[config.mk]
export PLATFORM = sky130hd
export DESIGN_NAME = serial_addsub_ctrl
export DESIGN_NICKNAME = d
export VERILOG_FILES = /design/src/rtl/serial_addsub_ctrl.sv
export SDC_FILE = /design/constraint.sdc
export NUM_CORES = 1
export LEC_CHECK = 0
export ABC_CLOCK_PERIOD_IN_PS = 2800
export BUFFER_PORTS_ARGS = -buffer_cell sky130_fd_sc_hd__buf_2
export CAP_MARGIN = 0
export CORE_UTILIZATION = 58
export DETAILED_ROUTE_END_ITERATION = 10
export MAX_ROUTING_LAYER = met4
export PLACE_DENSITY = 0.88
export RECOVER_POWER = 100
export SYNTH_ARGS = -nofsm -noshare
export SYNTH_HDL_FRONTEND = slang
export SYNTH_SLANG_ARGS = --single-unit
export TNS_END_PERCENT = 30
[constraint.sdc]
create_clock -name clk -period 2.8 [get_ports clk]
set_clock_uncertainty 0.2 [all_clocks]
set_input_delay 0.42 -clock clk [delete_from_list [all_inputs] [get_ports clk]]
set_output_delay 0.42 -clock clk [all_outputs]
set_load 0.02 [all_outputs]
[src/rtl/serial_addsub_ctrl.sv]
// serial_addsub_ctrl: bit-serial add/subtract sequencer.
// A single 1-bit full adder is reused for WIDTH cycles, LSB first. Operands
// are latched on start; result and flags are published with a one-cycle done.
module serial_addsub_ctrl #(
   parameter int WIDTH = 8,
   parameter int CNT_W = 3
) (
   input  logic             clk,
   input  logic             rst,
   input  logic             start,
   input  logic             op,
   input  logic [WIDTH-1:0] a,
   input  logic [WIDTH-1:0] b,
   output logic             busy,
   output logic             done,
   output logic [WIDTH-1:0] result,
   output logic             cout,
   output logic             overflow,
   output logic             zero
);

   typedef enum logic [1:0] {S_IDLE, S_RUN, S_DONE} state_t;

   state_t           state_q, state_d;
   logic [WIDTH-1:0] a_sh_q, a_sh_d;
   logic [WIDTH-1:0] b_sh_q, b_sh_d;
   logic [WIDTH-1:0] res_sh_q, res_sh_d;
   logic [WIDTH-1:0] result_q, result_d;
   logic [CNT_W-1:0] cnt_q, cnt_d;
   logic             op_q, op_d;
   logic             c_q, c_d;
   logic             c_msb_q, c_msb_d;
   logic             cout_q, cout_d;
   logic             ovf_q, ovf_d;
   logic             zero_q, zero_d;

   logic             fa_a, fa_b, fa_s, fa_co;
   logic             last_bit, accept;
   logic [WIDTH-1:0] res_done;

   // ADD1b cell: subtract inverts b; the +1 comes from the preset carry.
   assign fa_a  = a_sh_q[0];
   assign fa_b  = b_sh_q[0] ^ op_q;
   assign fa_s  = fa_a ^ fa_b ^ c_q;
   assign fa_co = (fa_a & fa_b) | (c_q & (fa_a ^ fa_b));

   assign last_bit = (cnt_q == CNT_W'(WIDTH - 1));
   // DONE accepts a new start just like IDLE, allowing back-to-back ops.
   assign accept   = start && (state_q != S_RUN);
   assign res_done = {fa_s, res_sh_q[WIDTH-1:1]};

   // State and datapath registers, synchronous reset.
   always_ff @(posedge clk) begin
      if (rst) begin
         state_q  <= S_IDLE;
         a_sh_q   <= '0;
         b_sh_q   <= '0;
         res_sh_q <= '0;
         result_q <= '0;
         cnt_q    <= '0;
         op_q     <= 1'b0;
         c_q      <= 1'b0;
         c_msb_q  <= 1'b0;
         cout_q   <= 1'b0;
         ovf_q    <= 1'b0;
         zero_q   <= 1'b0;
      end else begin
         state_q  <= state_d;
         a_sh_q   <= a_sh_d;
         b_sh_q   <= b_sh_d;
         res_sh_q <= res_sh_d;
         result_q <= result_d;
         cnt_q    <= cnt_d;
         op_q     <= op_d;
         c_q      <= c_d;
         c_msb_q  <= c_msb_d;
         cout_q   <= cout_d;
         ovf_q    <= ovf_d;
         zero_q   <= zero_d;
      end
   end

   // Next-state logic.
   always_comb begin
      state_d = state_q;
      case (state_q)
         S_IDLE:  if (start) state_d = S_RUN;
         S_RUN:   if (last_bit) state_d = S_DONE;
         S_DONE:  state_d = start ? S_RUN : S_IDLE;
         default: state_d = S_IDLE;
      endcase
   end

   // Datapath: load on accept, shift one bit per RUN cycle, publish on last bit.
   always_comb begin
      a_sh_d   = a_sh_q;
      b_sh_d   = b_sh_q;
      res_sh_d = res_sh_q;
      result_d = result_q;
      cnt_d    = cnt_q;
      op_d     = op_q;
      c_d      = c_q;
      c_msb_d  = c_msb_q;
      cout_d   = cout_q;
      ovf_d    = ovf_q;
      zero_d   = zero_q;
      if (accept) begin
         a_sh_d = a;
         b_sh_d = b;
         op_d   = op;
         c_d    = op;
         cnt_d  = '0;
      end else if (state_q == S_RUN) begin
         a_sh_d   = {1'b0, a_sh_q[WIDTH-1:1]};
         b_sh_d   = {1'b0, b_sh_q[WIDTH-1:1]};
         res_sh_d = res_done;
         c_d      = fa_co;
         cnt_d    = cnt_q + CNT_W'(1);
         // Carry entering the MSB is the carry produced by bit WIDTH-2.
         if (cnt_q == CNT_W'(WIDTH - 2)) c_msb_d = fa_co;
         if (last_bit) begin
            result_d = res_done;
            cout_d   = fa_co;
            ovf_d    = c_msb_q ^ fa_co;
            zero_d   = (res_done == '0);
         end
      end
   end

   // Outputs.
   always_comb begin
      busy     = (state_q == S_RUN);
      done     = (state_q == S_DONE);
      result   = result_q;
      cout     = cout_q;
      overflow = ovf_q;
      zero     = zero_q;
   end

endmodule

### Word-level counts from Yosys, hierarchy flattened

Index checks and enable logic that the tools add are counted.

| word-level totals | value |
|---|---|
| bits in registers | 43 |
| bits in latches | 0 |
| memory bits (writable) | 0 |
| memory bits (read-only) | 0 |
| input bits | 20 |
| output and inout bits | 13 |
| logic and storage cells | 47 |
| memories kept | 0 |

| cells by class | value |
|---|---|
| add/sub/neg operators | 1 |
| multipliers | 0 |
| divide/modulo/power cells | 0 |
| magnitude comparators | 0 |
| equal/unequal tests | 7 |
| shift-type cells | 0 |
| mux-type cells | 10 |
| bitwise operators | 8 |
| reductions and logical operators | 9 |

Operators with widths:

| kind | number |
|---|---|
| 8-bit 2-to-1 mux | 4 |
| 8-bit zero test | 1 |
| 3-bit equality test, second input constant | 2 |
| 2-bit case mux with 3 select lines | 1 |
| 3-bit AND reduction | 2 |
| 2-bit 2-to-1 mux | 2 |
| 2-bit by 1-bit != test with 1-bit output, second input constant | 2 |
| 2-bit AND reduction | 2 |
| 1-bit bitwise XOR | 4 |
| 3-bit by 1-bit adder with 3-bit output, second input constant | 1 |
| 1-bit 2-to-1 mux | 3 |
| 1-bit AND | 2 |
| 2-bit by 1-bit equality test with 1-bit output, second input constant | 1 |
| 2-bit equality test, second input constant | 1 |
| 2-bit zero test | 1 |
| 2-bit != test, second input constant | 1 |
| 2-bit nonzero test | 1 |
| 2-bit OR reduction | 1 |
| 1-bit logical AND | 1 |
| 1-bit inverter | 1 |
| 1-bit bitwise OR | 1 |

### Longest topological paths before layout

| depth | value |
|---|---|
| word-level depth | 6 |
| depth in mapped cells | 6 |
| gate-level depth less buffers | 5 |

### Worst setup path after synthesis

No wires, ideal clock.

| timing path | value |
|---|---|
| path type | register to register |
| start | register b_sh_q[0] |
| end | register zero_q, in the netlist zero |
| library setup time | 0.070 ns |
| data arrival time | 1.349 ns |
| required time | 2.530 ns |
| setup slack | 1.180 ns |
| stages on the path, launching flop included | 6 |
| path buffers | 0 |
| path through | dfxtp_1 -> xnor2_1 -> fa_1 -> nor4b_1 -> nand3_1 -> a21oi_1 |

| between the ends | value |
|---|---|
| word-level cells in the longest chain between the ends | 4 |

RTL lines:

| what | line | RTL |
|---|---|---|
| start: declaration | 26 | `logic [WIDTH-1:0] b_sh_q, b_sh_d;` |
| start signal: assignment | 70 | `b_sh_q <= b_sh_d;` |
| 1-bit bitwise XOR | 43 | `assign fa_b = b_sh_q[0] ^ op_q;` |
| 1-bit bitwise XOR (2 in a row) | 44 | `assign fa_s = fa_a ^ fa_b ^ c_q;` |
| 8-bit zero test | 125 | `zero_d = (res_done == '0);` |
| end signal: assignment | 79 | `zero_q <= zero_d;` |
| end: declaration | 35 | `logic zero_q, zero_d;` |

Every way passes these cells.
A chain may end at the register's enable or synchronous reset.

### Worst setup path in the final report

| timing path | value |
|---|---|
| start | register state_q[1] |
| end | output port busy |

| between the ends | value |
|---|---|
| word-level cells in the longest chain between the ends | 1 |

RTL lines:

| what | line | RTL |
|---|---|---|
| start: declaration | 24 | `state_t state_q, state_d;` |
| start signal: assignment | 68 | `state_q <= state_d;` |
| 2-bit by 1-bit equality test with 1-bit output | 132 | `busy = (state_q == S_RUN);` |
| end: declaration | 14 | `output logic busy,` |

Every way passes these cells.

==> results.py <==
metrics = {
    "power_and_ir_drop": {
        "total_leakage_power_nw": 0.771,
        "peakVddDrop_uv": 473,
        "power.total_w": 0.00112,
        "powerDensity_nw_per_um2": 588,
    },
    "setup_path": {
        "regToRegSetupSlack_ns": 1.02,
        "reg2reg_from": "state_q[1]",
        "crit_path_max_fanout": 18,
        "cp-end-kind": "output port",
        "critical_path_class": "reg2out",
        "required_ns": 2.18,
        "start_kind": "flop",
        "crit_arrival_ns": 1.52,
        "crit_path_start": "state_q[1]",
    },
    "synthesis": {
        "synth_cells": 191,
        "synth-edff-count": 0,
        "netlist_area_um2": 1730,
        "synth_xor_area_frac": 0.0101,
        "synth-simple-area-share": 0.168,
        "syn_nets": 215,
        "synthAdderAreaFrac": 0.0332,
        "muxShareOfSynthArea": 0.0925,
        "synth.avg_cell_area_um2": 9.07,
        "ys_types": 29,
        "yosysSeqAreaShare": 0.486,
        "ys_warn_count": 0,
        "synth_seq_cells": 42,
        "synthArstFlopShare": 0,
        "synth_compound_area_frac": 0.153,
        "synth_top_flop_cell": "dfxtp_1",
        "synth_top_family_by_area": "simple AND/OR/NAND/NOR gates",
    },
    "timing": {
        "fin_crit_sh": 0.763,
        "rsz0062_at_grt": "no",
        "slew_violations": 0,
        "fmax_mhz": 468,
        "final_hold_viol_count": 0,
        "period_needed_ns": 2.14,
        "setup_viol": 0,
        "tightest_slew_ns": 0.734,
        "fin_tns_setup_ns": 0,
        "slew-limit-headroom": 0.511,
    },
    "global_routing": {
        "grt_pass1_vias": 1251,
        "grt_pass1_wl_um": 5100,
        "antenna_found_initial": 0,
        "grt_max_degree": 43,
        "gr-total-overflow": 0,
        "grt_usage": 0.211,
    },
    "cts": {
        "clk_pin_slew_ns": 0.11,
        "clockBufferDepth": 2,
        "hold_buffers": 0,
        "postCtsSetupRepairBufs": 0,
        "cts_sinks": 42,
        "cts_tree": "yes",
        "h-tree-depth": 2,
        "clk_latency_ns": 0.35,
        "cts_root_buf": "clkbuf_4",
        "cts_buffers": 5,
        "cts-resized-gates": 0,
    },
    "die": {
        "fp.dieW_um": 56.6,
        "rows": 19,
        "core_area_um2": 2780,
        "design.portCount": 33,
        "die_area_um2": 3210,
        "initial_core_util": 0.623,
        "die_h_um": 56.6,
    },
    "layout": {
        "fin_util": 0.687,
        "final_layout_size_suffix_gt1_frac": 0.128,
        "final_nets": 241,
        "diodes": 0,
        "fillers": 243,
        "syn_to_final_growth_pct": 10.4,
    },
    "drt": {
        "vias_per_cell": 5.56,
        "vias": 1384,
        "wl_per_cell_um": 12.2,
        "first_pass_iters": 4,
        "drc": 0,
        "wl_um": 3030,
        "antenna_left": 0,
        "drt_first_iter_violations": 34,
    },
    "min_path": {
        "hold_path_startpoint": "op",
        "hold_class": "in2reg",
    },
    "place": {
        "routabilityCongestion": 0.752,
        "numPortBuffers": 32,
        "place_hpwl_um": 2000,
    },
    "outcome": {
        "status": "finished clean",
    },
    "job": {
        "maxCapViolCount": 0,
    },
}
-- cell families after synthesis --
family,after synthesis
muxes,16
buffers and inverters,19
AOI/OAI and AO/OA,41
xor gates and xnor gates,2
DFF,42
and+or+nand+nor,67
adders and majority gates,4
-- sequential cells by signal (all words and copies together), names as in the netlist --
name      cells
overflow      1
res_sh_q      7
c_q           1
zero          1
cnt_q         3
cout          1
c_msb_q       1
state_q       2
result        8
a_sh_q        8
b_sh_q        8
op_q          1
-- metrics by stage --
stage / setup slack (ns) / hold slack, ns / instance area (µm²) / cells
2_1_floorplan: 1.18 / 0.245 / 1730 / 191
3_3_place_gp: 1.10 / 0.241 / 1860 / 241
3_5_place_dp: 1.06 / 0.246 / 1860 / 241
4_1_cts: 0.835 / 0.129 / 1940 / 249
5_1_grt: 0.543 / 0.129 / 1910 / 249
6_report: 0.664 / 0.140 / 1910 / 249
-- per-layer routing --
layer	global-route usage	vias to the layer above	part of all wire
li1	-	712	-
met1	0.239	641	0.48
met2	0.360	26	0.47
met3	0.0484	5	0.037
met4	0.0836	0	0.011
met5	-	-	0
-- worst paths after layout --
kind                             endpoint  cells after the start
worst max-delay path                 busy                      3
worst min-delay path                 op_q                      3
worst max register to register  a_sh_q[5]                      4
worst min register to register  result[1]                      2
-- cell type report --
cell class / count / area (µm²) / area share
repair buffers: 33 / 149 / 0.0779
well taps: 31 / 38.8 / 0.0203
inverters: 5 / 18.8 / 0.00982
clock buffers: 8 / 78.8 / 0.0412
flip-flops and latches: 42 / 841 / 0.440
multi-input cells: 130 / 786 / 0.411
-- layout by cell type, fill, tap and decap left out --
cell type,n
a211oi_1,18
a21oi_1,19
a31oi_1,1
and3b_1,1
and4_1,1
buf_2,19
clkbuf_1,13
clkbuf_2,1
clkbuf_4,5
clkbuf_8,3
dfxtp_1,42
fa_1,1
ha_1,3
inv_1,5
mux2i_1,16
nand2_1,32
nand2b_1,2
nand3_1,5
nand3b_1,1
nor2_1,19
nor2b_1,1
nor3_1,3
nor4_1,1
nor4b_1,1
o211a_1,1
o21ai_0,1
o22a_1,1
xnor2_1,2
-- critical path: stages (launching register included) --
cell and delay (ns):
dfxtp_1 0.34, nand2b_1 0.15, inv_1 0.40, clkbuf_1 0.28
-- Yosys cell counts (2+ instances only) --
cell	count	area, µm²
clkbuf_1	5	18.8
nor3_1	3	15.0
xnor2_1	2	17.5
nand2_1	32	120
dfxtp_1	42	841
a21oi_1	19	95.1
nand2b_1	2	12.5
mux2i_1	16	160
buf_6	2	22.5
buf_2	5	25.0
buf_4	2	15.0
nand3_1	5	25.0
a211oi_1	17	128
inv_1	4	15.0
ha_1	3	37.5
nor2_1	19	71.3
-- power breakdown --
group,internal [W],total [W],switching [W]
clock network,0.000172,0.000357,0.000185
registers,0.000626,0.000642,0.0000159
logic,0.0000533,0.000125,0.0000721
total,0.000851,0.00112,0.000273
Note: power is estimated with default switching activity, not from simulation.
